===== config.mk =====
export PLATFORM = sky130hd
export DESIGN_NAME = i2c_conf_sequencer_flat
export DESIGN_NICKNAME = d
export VERILOG_FILES = /design/src/rtl/i2c_conf_pkg.sv /design/src/rtl/i2c_conf_sequencer_if.sv /design/src/rtl/i2c_quarter_tick.sv /design/src/rtl/i2c_conf_sequencer.sv /design/src/flat_wrapper.sv
export SDC_FILE = /design/constraint.sdc
export NUM_CORES = 1
export LEC_CHECK = 0
export ABC_AREA = 1
export BUFFER_PORTS_ARGS = -buffer_cell sky130_fd_sc_hd__buf_2
export CAP_MARGIN = 20
export CORE_ASPECT_RATIO = 0.75
export CORE_MARGIN = 3
export CORE_UTILIZATION = 45
export DETAILED_ROUTE_END_ITERATION = 6
export HOLD_SLACK_MARGIN = 0.1
export MAX_ROUTING_LAYER = met4
export SYNTH_ARGS = -nofsm -noshare
export SYNTH_HDL_FRONTEND = slang
export SYNTH_SLANG_ARGS = --single-unit

===== constraint.sdc =====
create_clock -name pclk -period 2.8 [get_ports pclk]
set_clock_uncertainty 0.15 [all_clocks]
set_input_delay 0.7 -clock pclk [delete_from_list [all_inputs] [get_ports pclk]]
set_output_delay 0.7 -clock pclk [all_outputs]
set_load 0.02 [all_outputs]

===== src/rtl/i2c_conf_pkg.sv =====
// Shared constants, frame layout and bus-level decode helpers for the I2C config sequencer.
package i2c_conf_pkg;

  // Sequencer states
  localparam logic [2:0] StIdle  = 3'd0;
  localparam logic [2:0] StStart = 3'd1;
  localparam logic [2:0] StShift = 3'd2;
  localparam logic [2:0] StAck   = 3'd3;
  localparam logic [2:0] StStop  = 3'd4;
  localparam logic [2:0] StDone  = 3'd5;

  // Configuration word bit positions
  localparam int unsigned EN_BIT    = 0;
  localparam int unsigned GO_BIT    = 1;
  localparam int unsigned REG_LSB   = 8;
  localparam int unsigned DATA_LSB  = 16;
  localparam int unsigned SADDR_LSB = 24;

  localparam int unsigned FRAME_BYTES = 3;

  // Field order matches config word bits [30:8] so the latch is a plain copy
  typedef struct packed {
    logic [6:0] saddr;
    logic [7:0] data;
    logic [7:0] regaddr;
  } frame_t;

  // Byte sent in a given slot of the frame; slot 0 carries the write bit (0)
  function automatic logic [7:0] frame_byte(frame_t f, logic [1:0] idx);
    logic [7:0] b;
    case (idx)
      2'd0:    b = {f.saddr, 1'b0};
      2'd1:    b = f.regaddr;
      default: b = f.data;
    endcase
    return b;
  endfunction

  // SCL level for a state/quarter pair (1 = released)
  function automatic logic scl_level(logic [2:0] st, logic [1:0] qtr);
    logic l;
    case (st)
      StShift, StAck: l = qtr[1];
      StStop:         l = (qtr != 2'd0);
      default:        l = 1'b1;
    endcase
    return l;
  endfunction

  // SDA pull-down enable for a state/quarter pair; bit_v is the data bit in flight
  function automatic logic sda_drive(logic [2:0] st, logic [1:0] qtr, logic bit_v);
    logic d;
    case (st)
      StStart: d = qtr[1];
      StShift: d = ~bit_v;
      StStop:  d = ~qtr[1];
      default: d = 1'b0;
    endcase
    return d;
  endfunction

endpackage


===== src/rtl/i2c_conf_sequencer_if.sv =====
// Register-side config/status and pad-side SCL/SDA signals of the sequencer.
interface i2c_conf_sequencer_if;
  logic [31:0] data_system_i;
  logic        clr_conf;
  logic        busy_o;
  logic        nack_o;
  logic        scl_o;
  logic        sda_oe;
  logic        sda_i;

  modport master (
    input  data_system_i,
    input  sda_i,
    output clr_conf,
    output busy_o,
    output nack_o,
    output scl_o,
    output sda_oe
  );

  modport slave (
    output data_system_i,
    output sda_i,
    input  clr_conf,
    input  busy_o,
    input  nack_o,
    input  scl_o,
    input  sda_oe
  );
endinterface


===== src/rtl/i2c_quarter_tick.sv =====
// Divider producing a one-cycle tick every CLK_DIV pclk cycles while run_i is high.
module i2c_quarter_tick #(
  parameter int unsigned CLK_DIV = 4
) (
  input  logic pclk,
  input  logic reset,
  input  logic run_i,
  output logic tick_o
);

  localparam logic [15:0] LastCnt = 16'(CLK_DIV - 1);

  logic [15:0] cnt_q, cnt_d;

  assign tick_o = run_i && (cnt_q == LastCnt);

  // Count while running, wrap on the tick, hold at zero otherwise
  always_comb begin
    cnt_d = cnt_q + 16'd1;
    if (!run_i || tick_o) begin
      cnt_d = 16'd0;
    end
  end

  // Counter register
  always_ff @(posedge pclk or negedge reset) begin
    if (!reset) begin
      cnt_q <= 16'd0;
    end else begin
      cnt_q <= cnt_d;
    end
  end

endmodule


===== src/rtl/i2c_conf_sequencer.sv =====
// Executes one 3-byte I2C write (slave addr, reg addr, data) per software go request.
module i2c_conf_sequencer
  import i2c_conf_pkg::*;
#(
  parameter int unsigned CLK_DIV = 4
) (
  input logic                  pclk,
  input logic                  reset,
  i2c_conf_sequencer_if.master bus_io
);

  logic [2:0] state_q, state_d;
  logic [1:0] qtr_q, qtr_d;
  logic [2:0] bit_q, bit_d;
  logic [1:0] byte_q, byte_d;
  logic [7:0] sr_q, sr_d;
  frame_t     frame_q, frame_d;
  logic       nack_q, nack_d;
  logic       scl_q, scl_d;
  logic       sda_oe_q, sda_oe_d;

  logic run;
  logic tick;
  logic cfg_en, cfg_go;
  logic unused_cfg;

  assign cfg_en     = bus_io.data_system_i[EN_BIT];
  assign cfg_go     = bus_io.data_system_i[GO_BIT];
  assign unused_cfg = ^{bus_io.data_system_i[31], bus_io.data_system_i[7:2]};

  assign run = (state_q != StIdle) && (state_q != StDone);

  i2c_quarter_tick #(
    .CLK_DIV(CLK_DIV)
  ) u_tick (
    .pclk  (pclk),
    .reset (reset),
    .run_i (run),
    .tick_o(tick)
  );

  // Frame sequencing: every phase advances one quarter per tick
  always_comb begin
    state_d = state_q;
    qtr_d   = qtr_q;
    bit_d   = bit_q;
    byte_d  = byte_q;
    sr_d    = sr_q;
    frame_d = frame_q;
    nack_d  = nack_q;

    case (state_q)
      StIdle: begin
        if (cfg_en && cfg_go) begin
          state_d = StStart;
          frame_d = frame_t'(bus_io.data_system_i[30:8]);
          nack_d  = 1'b0;
          qtr_d   = 2'd0;
          bit_d   = 3'd0;
          byte_d  = 2'd0;
          sr_d    = frame_byte(frame_t'(bus_io.data_system_i[30:8]), 2'd0);
        end
      end
      StStart: begin
        if (tick) begin
          qtr_d = qtr_q + 2'd1;
          if (qtr_q == 2'd3) begin
            state_d = StShift;
          end
        end
      end
      StShift: begin
        if (tick) begin
          qtr_d = qtr_q + 2'd1;
          if (qtr_q == 2'd3) begin
            sr_d  = {sr_q[6:0], 1'b0};
            bit_d = bit_q + 3'd1;
            if (bit_q == 3'd7) begin
              state_d = StAck;
            end
          end
        end
      end
      StAck: begin
        if (tick) begin
          qtr_d = qtr_q + 2'd1;
          // Slave response is stable by the end of the first SCL-high quarter
          if (qtr_q == 2'd2) begin
            nack_d = nack_q | bus_io.sda_i;
          end
          if (qtr_q == 2'd3) begin
            if (nack_q || (byte_q == 2'(FRAME_BYTES - 1))) begin
              state_d = StStop;
            end else begin
              state_d = StShift;
              byte_d  = byte_q + 2'd1;
              sr_d    = frame_byte(frame_q, byte_q + 2'd1);
            end
          end
        end
      end
      StStop: begin
        if (tick) begin
          qtr_d = qtr_q + 2'd1;
          if (qtr_q == 2'd3) begin
            state_d = StDone;
          end
        end
      end
      StDone: begin
        // Wait for the register to actually drop go before rearming
        if (!cfg_go) begin
          state_d = StIdle;
        end
      end
      default: begin
        state_d = StIdle;
      end
    endcase

    scl_d    = scl_level(state_d, qtr_d);
    sda_oe_d = sda_drive(state_d, qtr_d, sr_d[7]);
  end

  // State and registered pad levels (glitch-free SCL/SDA)
  always_ff @(posedge pclk or negedge reset) begin
    if (!reset) begin
      state_q  <= StIdle;
      qtr_q    <= 2'd0;
      bit_q    <= 3'd0;
      byte_q   <= 2'd0;
      sr_q     <= 8'd0;
      frame_q  <= '0;
      nack_q   <= 1'b0;
      scl_q    <= 1'b1;
      sda_oe_q <= 1'b0;
    end else begin
      state_q  <= state_d;
      qtr_q    <= qtr_d;
      bit_q    <= bit_d;
      byte_q   <= byte_d;
      sr_q     <= sr_d;
      frame_q  <= frame_d;
      nack_q   <= nack_d;
      scl_q    <= scl_d;
      sda_oe_q <= sda_oe_d;
    end
  end

  assign bus_io.busy_o   = run;
  assign bus_io.clr_conf = (state_q == StDone);
  assign bus_io.nack_o   = nack_q;
  assign bus_io.scl_o    = scl_q;
  assign bus_io.sda_oe   = sda_oe_q;

endmodule


===== src/flat_wrapper.sv =====
// flat-port wrapper written by rule: the top's interface ports become plain ports
module i2c_conf_sequencer_flat import i2c_conf_pkg::*;
#(
  parameter int unsigned CLK_DIV = 4
)
  (pclk, reset, bus_io_data_system_i, bus_io_sda_i, bus_io_clr_conf, bus_io_busy_o, bus_io_nack_o, bus_io_scl_o, bus_io_sda_oe);
  i2c_conf_sequencer_if bus_io_i ();
  input logic pclk;
  input logic reset;
  input wire logic [$bits(bus_io_i.data_system_i)-1:0] bus_io_data_system_i;
  input wire logic [$bits(bus_io_i.sda_i)-1:0] bus_io_sda_i;
  output wire logic [$bits(bus_io_i.clr_conf)-1:0] bus_io_clr_conf;
  output wire logic [$bits(bus_io_i.busy_o)-1:0] bus_io_busy_o;
  output wire logic [$bits(bus_io_i.nack_o)-1:0] bus_io_nack_o;
  output wire logic [$bits(bus_io_i.scl_o)-1:0] bus_io_scl_o;
  output wire logic [$bits(bus_io_i.sda_oe)-1:0] bus_io_sda_oe;
  assign bus_io_i.data_system_i = bus_io_data_system_i;
  assign bus_io_i.sda_i = bus_io_sda_i;
  assign bus_io_clr_conf = bus_io_i.clr_conf;
  assign bus_io_busy_o = bus_io_i.busy_o;
  assign bus_io_nack_o = bus_io_i.nack_o;
  assign bus_io_scl_o = bus_io_i.scl_o;
  assign bus_io_sda_oe = bus_io_i.sda_oe;
  i2c_conf_sequencer #(.CLK_DIV(CLK_DIV)) u_core (.pclk(pclk), .reset(reset), .bus_io(bus_io_i));
endmodule

* Word-level counts from Yosys, hierarchy flattened
Index checks and enable logic that the tools add are counted.
** Operators by class
- Bitwise operators :: 3
- Multipliers :: 0
- Shifts and indexed selects :: 0
- Order comparisons :: 0
- Div/mod/pow operators :: 0
- $add $sub $neg :: 4
- Muxes and demuxes :: 40
- Reductions and logical operators :: 20
- Equality and inequality tests :: 23
** Operators by type and width (count)
- 2-to-1 mux 8 bit :: 6
- 2-to-1 mux 3 bit :: 15
- case mux 8 bit (3 select lines) :: 1
- case mux 3 bit (6 select lines) :: 1
- adder 16 x 1 -> 16 bit, second input constant :: 1
- equality test 16 x 2 -> 1 bit, second input constant :: 1
- 2-to-1 mux 16 bit :: 1
- case mux 8 bit (2 select lines) :: 1
- equality test 3 x 2 -> 1 bit, second input constant :: 4
- equality test 3 bit, second input constant :: 4
- 2-to-1 mux 2 bit :: 6
- != test 2 x 1 -> 1 bit, second input constant :: 4
- case mux 2 bit (2 select lines) :: 2
- AND reduction 4 bit :: 2
- AND reduction 7 bit :: 1
- equality test 2 bit, second input constant :: 3
- equality test 3 x 1 -> 1 bit, second input constant :: 2
- != test 2 bit, second input constant :: 3
- case mux 3 bit (2 select lines) :: 1
- nonzero test 2 bit :: 3
- nonzero test 3 bit :: 2
- AND reduction 5 bit :: 1
- adder 2 x 1 -> 2 bit, second input constant :: 2
- case mux 1 bit (2 select lines) :: 2
- 15 further kinds :: 21
** Word-level totals
- Bits of input ports :: 35
- Register bits :: 60
- Memory bits (writable) :: 0
- Memories kept :: 0
- ROM bits :: 0
- Latch bits :: 0
- Logic and storage cells :: 103

* Depth between registers and ports, before layout
Gate-level depths: netlist of the first run.
- Word-level depth :: 9
- Depth in mapped cells :: 14
- Depth with buffers taken out :: 14

* Modules after synthesis
Synthesis of the first run repeated with hierarchy kept, for this count alone.
** Unflattened totals
- Cells, all modules :: 414
- Area total of the unflattened synthesis :: 3214.3 um2
** By module, submodules not included
- i2c_conf_sequencer :: cells an instance 291, sequential area each 1102.3 um2, instances 1, area an instance 2302.2 um2
- i2c_quarter_tick :: cells an instance 123, sequential area each 400.4 um2, instances 1, area an instance 912.1 um2

* Worst setup path before layout of the first run
No wires, ideal clock.
- Path type :: reg2reg
- Start point :: register u_core.byte_q[0]
- End point :: register u_core.sr_q[6]
- Clock period less this slack :: 1905 ps
- Path buffers :: 0
- Required time :: 2513 ps
- Slack :: 895 ps
- Arrival time :: 1618 ps
- Stages on the path, launching flop included :: 12
- Cells stage by stage :: dfrtp_1 inv_1 ha_1 or2_2 nor2_1 inv_1 nand2_1 nand3_2 nor2_2 inv_1 nand2_1 o2111ai_1
** On the way
- Cells in the longest elaborated chain, start to end :: 7
- Elaborated cells between the ends (all ways) :: 12
** RTL lines
- start, declared :: RTL line i2c_conf_sequencer.sv:15 : logic [1:0] byte_q, byte_d;
- start signal, assigned :: RTL line i2c_conf_sequencer.sv:141 : byte_q <= byte_d;
- adder 2 x 1 -> 2 bit :: RTL line i2c_conf_sequencer.sv:97 : sr_d = frame_byte(frame_q, byte_q + 2'd1);
- equality test 2 x 1 -> 1 bit or zero test 2 bit (tied branches) :: RTL line i2c_conf_pkg.sv:31 : case (idx)
- case mux 8 bit (2 select lines) :: RTL line i2c_conf_pkg.sv:31
- 2-to-1 mux 8 bit :: RTL line i2c_conf_sequencer.sv:92 : if (nack_q || (byte_q == 2'(FRAME_BYTES - 1))) begin
- 2-to-1 mux 8 bit :: RTL line i2c_conf_sequencer.sv:91 : if (qtr_q == 2'd3) begin
- 2-to-1 mux 8 bit :: RTL line i2c_conf_sequencer.sv:85 : if (tick) begin
- case mux 8 bit (3 select lines) :: RTL line i2c_conf_sequencer.sv:52 : case (state_q)
- end signal, assigned :: RTL line i2c_conf_sequencer.sv:142 : sr_q <= sr_d;
- end, declared :: RTL line i2c_conf_sequencer.sv:16 : logic [7:0] sr_q, sr_d;
Parallel ways exist; a longest one is shown, timed or not. The select of a mux whose other input is x is not followed.
A chain may end at the register's enable or synchronous reset.

* Worst setup path in the final report of the first run
- Start point :: register u_core.state_q[2]
- End point :: output port bus_io_busy_o
** On the way
- Cells in the longest elaborated chain, start to end :: 2
- Elaborated cells between the ends (all ways) :: 3
** RTL lines
- start, declared :: RTL line i2c_conf_sequencer.sv:12 : logic [2:0] state_q, state_d;
- start signal, assigned :: RTL line i2c_conf_sequencer.sv:128 : state_q <= StIdle;
- start signal, assigned :: RTL line i2c_conf_sequencer.sv:138 : state_q <= state_d;
- != test 3 bit or nonzero test 3 bit (tied branches) :: RTL line i2c_conf_sequencer.sv:31 : assign run = (state_q != StIdle) && (state_q != StDone);
- logical AND 1 bit (*) :: RTL line i2c_conf_sequencer.sv:31
- end, declared :: RTL line flat_wrapper.sv:13 : output wire logic [$bits(bus_io_i.busy_o)-1:0] bus_io_busy_o;
Every way passes the cells marked *; elsewhere a longest branch is shown, timed or not.

==> results.tsv, run 1 <==
stage	metric	value	unit
final_layout	diodes	0	
clocking	cts_hold_buf	0	
clocking	cts_tree	done	
setup_path	crit_slowest_cell	dfrtp_1	
clocking	cts_setup_buffers	0	
drt	avgViaCountPerCell	4.94	
setup_path	reg2reg_from	u_core.byte_q[0]	
clocking	root_buffer	clkbuf_8	
drt	drc	0	
synthesis	yosysTopAreaCellShare	0.451	
place	portBuffers	32	
floorplanning	dieArea	8340	um2
synthesis	synthTopCellsByArea	dfrtp_1 (45%), nand2_1 (17%), nor2_1 (4.9%), inv_1 (3.9%), ha_1 (3.1%)	
drt	totalWireLength	7.02	mm
min_path	hold_path_class	in -> async	
place	placedCellCount	541	
floorplanning	coreArea	6930	um2
floorplanning	rows	26	
clocking	clock_latency	330	ps
setup_path	worstSetupStartpoint	u_core.state_q[2]	
global_route	antenna_found_initial	0	
sta	finalSetupViolCount	0	
setup_path	crit_family	flip-flops	
synthesis	synth_seq_cells	60	
setup_path	cp-start-kind	flop	
sta	hold_viol	0	
setup_path	ff2ff_setup_slack	520	ps
final_layout	fin_util	0.540	
clocking	clkTransAtPathRegs	70	ps
setup_path	worst-setup-path-type	reg -> out	
floorplanning	die_h	79.8	um
outcome	status	finished, final reports clean	
drt	vias	2753	
sta	rsz0062_at_grt	false	
clocking	ctsResizeCount	0	
sta	maxSlewHeadroom	0.616	
synthesis	synth_fp_nets	460	
floorplanning	ios	40	
final_layout	final_nets	497	
final_layout	fillCellCount	680	
sta	fin_tns_setup	0	ps
place	dpl_cell_area	3540	um2
clocking	htreeDepth	3	
pwr	p_per_area	907	nW/um2
global_route	grt_pass1_wl	12.3	mm
setup_path	critPathArrivalTime	1480	ps
drt	firstDrtPassIters	5	
setup_path	worst-endpoint-required	1950	ps
final_layout	layout.cells.most_common	nand2_1	
flow_run	cap_violations	0	
global_route	grt_max_degree	38	
final_layout	final_cell_mix	nand2_1 (148), dfrtp_1 (59), nor2_1 (43)	
setup_path	cp_num_buf_inv	2	
final_layout	fin_area	3740	um2
synthesis	syn-mean-instance-area	7.84	um2
synthesis	synth_cell_types	38	
global_route	overflow	0	
synthesis	netlist_area	3270	um2
global_route	grt_pass1_vias	2545	
synthesis	synthArstFlopShare	1.00	
floorplanning	initial_core_util	0.472	
synthesis	yosys.area.top_type	dfrtp_1	
drt	wl_per_cell	12.6	um
floorplanning	fp.dieW	104	um
synthesis	syn_inst	417	
synthesis	synth_edf_count	0	
drt	antenna_left	0	
sta	maxSlewViolCount	0	
sta	timing.final.crit_period	2330	ps
setup_path	rr_worst_depth	10	
setup_path	worstReg2RegEnd	u_core.bus_io.sda_oe	
pwr	power	0.00339	W
final_layout	layout-drive-gt1-share	0.187	
global_route	grt_usage	0.190	
synthesis	synth_seq_area_share	0.459	
pwr	p_leak	1.91	nW
final_layout	area_delta_synth_final	14.4	%
clocking	clockBufferDepth	2	
synthesis	ys.flop_type	dfrtp_1	
drt	drt-initial-drc-count	123	
setup_path	cp_max_fo	10	
sta	clock.fmax	429	MHz
clocking	cts_sinks	60	
setup_path	critPathMaxStageDelay	610	ps
setup_path	crit_path_end_kind	output pin	
sta	worst_pin_slew	575	ps
sta	final.period_utilization	0.832	
clocking	cts_buffers	9	
place	hpwl	5.21	mm
pwr	peakVddDrop	0.371	mV
final_layout	finalNonFillerCells	557	
setup_path	worstPathCellList	inv_2 -> nand2_2 -> nand2_4 -> buf_2	
place	gp_congestion	0.924	
synthesis	yosysWarnings	0	
## kinds of logic (layout without fill, tap and decap cells)
logic type	after synthesis	in the layout	share of synthesized area
AO/OA/AOI/OAI	39	39	0.0761
XOR/XNOR	6	6	0.0161
AND/OR/NAND/NOR	253	253	0.355
buffers and inverters	51	93	0.0631
adder cells (fa/ha/maj)	8	8	0.0306
flip-flops	60	60	0.459
## final cells by class
class                   instances  area, um2  area share
inverters                      43        164      0.0438
clock inverters                 4       47.5      0.0127
repair buffers                 34        188      0.0502
clock buffers                  12        155      0.0415
well taps                      98        123      0.0328
flip-flops and latches         60       1500       0.402
multi-input cells             306       1560       0.417
## metal layers
| layer | vias to the layer above | part of all wire | GRT usage |
|---|---|---|---|
| li1 | 1408 | - | - |
| met1 | 1272 | 0.53 | 0.279 |
| met2 | 66 | 0.41 | 0.255 |
| met3 | 7 | 0.049 | 0.0509 |
| met4 | 0 | 0.0084 | 0.0558 |
| met5 | - | 0 | - |
## sequential cells by signal (all words and copies together) (netlist names)
signal	count
u_core.bit_q	3
u_core.bus_io.nack_o	1
u_core.bus_io.scl_o	1
u_core.bus_io.sda_oe	1
u_core.byte_q	2
u_core.frame_q	23
u_core.qtr_q	2
u_core.sr_q	8
u_core.state_q	3
u_core.u_tick.cnt_q	16
## Yosys cell counts (2+ instances only)
library cell,count
clkbuf_1,3
nor3b_1,3
o21ai_0,9
xor2_1,3
nor2_2,6
a21oi_1,13
nand3_2,4
nor4_1,3
xnor2_1,3
nand2_4,2
ha_1,8
buf_2,4
inv_2,7
nor2_4,5
o2111ai_1,6
nor2_1,43
inv_1,34
nand2_1,148
a22o_1,2
o31ai_1,4
nand2_2,6
nor3_1,4
nand3_1,19
nand4_1,6
dfrtp_1,59
## through the flow
step | hold WS (ps) | worst slack [ps]
floorplan | 254 | 895
detailed placement | 309 | 572
CTS | 229 | 462
finish | 214 | 471
global placement | 304 | 567
global route | 243 | 346
## report_power, final
group	leakage [nW]	total [W]	switching [W]	internal [W]
clock network	0.102	0.000792	0.000335	0.000457
logic	1.03	0.00127	0.000844	0.000424
registers	0.781	0.00133	0.000183	0.00115
total	1.91	0.00339	0.00136	0.00203
## worst max-delay path by stage
stage	endpoint	slack, ps	cells after the start
detailed placement	u_core.bus_io.sda_oe	570	10
global placement	u_core.bus_io.sda_oe	570	10
floorplan	u_core.sr_q[6]	890	11
finish	bus_io_busy_o	470	4
CTS	bus_io_busy_o	460	4
global route	u_core.bus_io.sda_oe	350	10
(Power assumes the default switching activity.)
==> run 2: changes to the inputs <==
- clock period: 2.8 -> 2.3 ns (I/O delays scaled with it)
==> results.tsv, run 2 (synthesis results as in run 1) <==
stage	metric	value	unit
sta	maxSlewHeadroom	0.666	
sta	hold_viol	0	
final_layout	layout-drive-gt1-share	0.197	
outcome	status	finished, final reports clean	
final_layout	largest_reg_flops	23	
place	gp_congestion	0.905	
drt	drt-initial-drc-count	131	
final_layout	area_delta_synth_final	16.1	%
drt	antenna_left	0	
pwr	p_per_area	1120	nW/um2
setup_path	crit_path_end_kind	output pin	
setup_path	cp_num_buf_inv	2	
global_route	grt_pass1_vias	2521	
pwr	p_leak	1.94	nW
sta	clock.fmax	457	MHz
global_route	grt_pass1_wl	12.3	mm
clocking	clkTransAtPathRegs	70	ps
setup_path	crit_family	flip-flops	
global_route	antenna_found_initial	0	
final_layout	fillCellCount	694	
sta	rsz0062_at_grt	false	
sta	maxSlewViolCount	0	
floorplanning	coreArea	6930	um2
setup_path	worst-setup-path-type	reg -> out	
final_layout	final_nets	501	
sta	finalSetupViolCount	0	
final_layout	fin_area	3800	um2
floorplanning	initial_core_util	0.472	
drt	avgViaCountPerCell	4.82	
setup_path	worst-endpoint-required	1570	ps
sta	worst_pin_slew	500	ps
sta	final.period_utilization	0.952	
min_path	hold_path_class	in -> reg	
clocking	cts_buffers	9	
place	hpwl	5.21	mm
setup_path	crit_slowest_cell	dfrtp_1	
drt	firstDrtPassIters	4	
final_layout	layout.cells.most_common	nand2_1	
drt	wl_per_cell	12.6	um
clocking	root_buffer	clkbuf_8	
clocking	clockBufferDepth	2	
place	dpl_cell_area	3560	um2
setup_path	critPathArrivalTime	1460	ps
floorplanning	fp.dieW	104	um
final_layout	top_regs	u_core.frame_q (23), u_core.u_tick.cnt_q (16), u_core.sr_q (8)	
clocking	cts_setup_buffers	0	
drt	totalWireLength	7.04	mm
clocking	htreeDepth	3	
clocking	cts_tree	done	
setup_path	worstPathCellList	inv_2 -> nand2_2 -> nand2_4 -> buf_2	
pwr	peakVddDrop	0.388	mV
global_route	overflow	0	
floorplanning	dieArea	8340	um2
clocking	clock_latency	330	ps
drt	drc	0	
setup_path	cp_max_fo	10	
final_layout	final_cell_mix	nand2_1 (148), dfrtp_1 (59), nor2_1 (41)	
floorplanning	die_h	79.8	um
floorplanning	rows	26	
global_route	grt_usage	0.191	
sta	fin_tns_setup	0	ps
setup_path	cp-start-kind	flop	
place	portBuffers	32	
drt	vias	2700	
floorplanning	ios	40	
flow_run	cap_violations	0	
clocking	cts_sinks	60	
final_layout	regMostFlops	u_core.frame_q	
final_layout	diodes	0	
global_route	grt_max_degree	42	
sta	timing.final.crit_period	2190	ps
setup_path	critPathMaxStageDelay	610	ps
[run 2: what timing repair did]
item,4_1_cts,5_1_grt
endpoints found under the setup margin,0,9
hold buffers,1,0
hold endpoints to repair,18,0
gates resized for setup,0,4
[run 2: report_power, final]
| group | switching (W) | internal (W) | total (W) |
|---|---|---|---|
| clock | 0.000407 | 0.000634 | 0.00104 |
| sequential | 0.000221 | 0.00140 | 0.00162 |
| combinational | 0.00103 | 0.000553 | 0.00158 |
| total | 0.00166 | 0.00259 | 0.00425 |
[run 2: metrics by stage]
stage          power, W  hold slack [ps]  utilization  std cells  setup slack [ps]
2_1_floorplan   0.00276              129            -        417               395
3_5_place_dp    0.00320              304        0.514        544               123
6_report        0.00425              287        0.548        560               111
4_1_cts         0.00427              275        0.546        560              92.1
3_3_place_gp    0.00318              303        0.514        544               172
5_1_grt         0.00463              276        0.548        560              23.4
[run 2: tightest hold or removal path: cells and delay by family]
kind                   cells  cell delay, ps
and+or+nand+nor            2              90
buffers and inverters      1              70
[run 2: path summary, 6_finish.rpt]
check	start	end	slack, ps	cells past startpoint
max in group asynchronous	reset	u_core.frame_q[5]	850	3
worst min register to register	u_core.u_tick.cnt_q[0]	u_core.u_tick.cnt_q[0]	310	1
min in group asynchronous	reset	u_core.frame_q[7]	580	2
worst max register to register	u_core.byte_q[0]	u_core.bus_io.sda_oe	230	12
worst max-delay path	u_core.state_q[2]	bus_io_busy_o	110	4
worst min-delay path	bus_io_data_system_i[20]	u_core.frame_q[12]	290	3
[run 2: metal layers]
layer	up-vias	track usage	part of all wire	routed length [um]
met5	-	-	0	0
li1	1416	-	-	-
met1	1215	0.283	0.54	3800
met3	5	0.0477	0.053	372
met2	64	0.254	0.40	2810
met4	0	0.0531	0.0072	51
[run 2: layout make-up]
type | count | area [um2] | share of cell area
Multi-Input combinational cell | 306 | 1570 | 0.414
Sequential cell | 60 | 1500 | 0.396
Clock inverter | 4 | 73.8 | 0.0194
Clock buffer | 11 | 141 | 0.0372
Tap cell | 98 | 123 | 0.0323
Inverter | 43 | 164 | 0.0432
Timing Repair Buffer | 38 | 220 | 0.0580
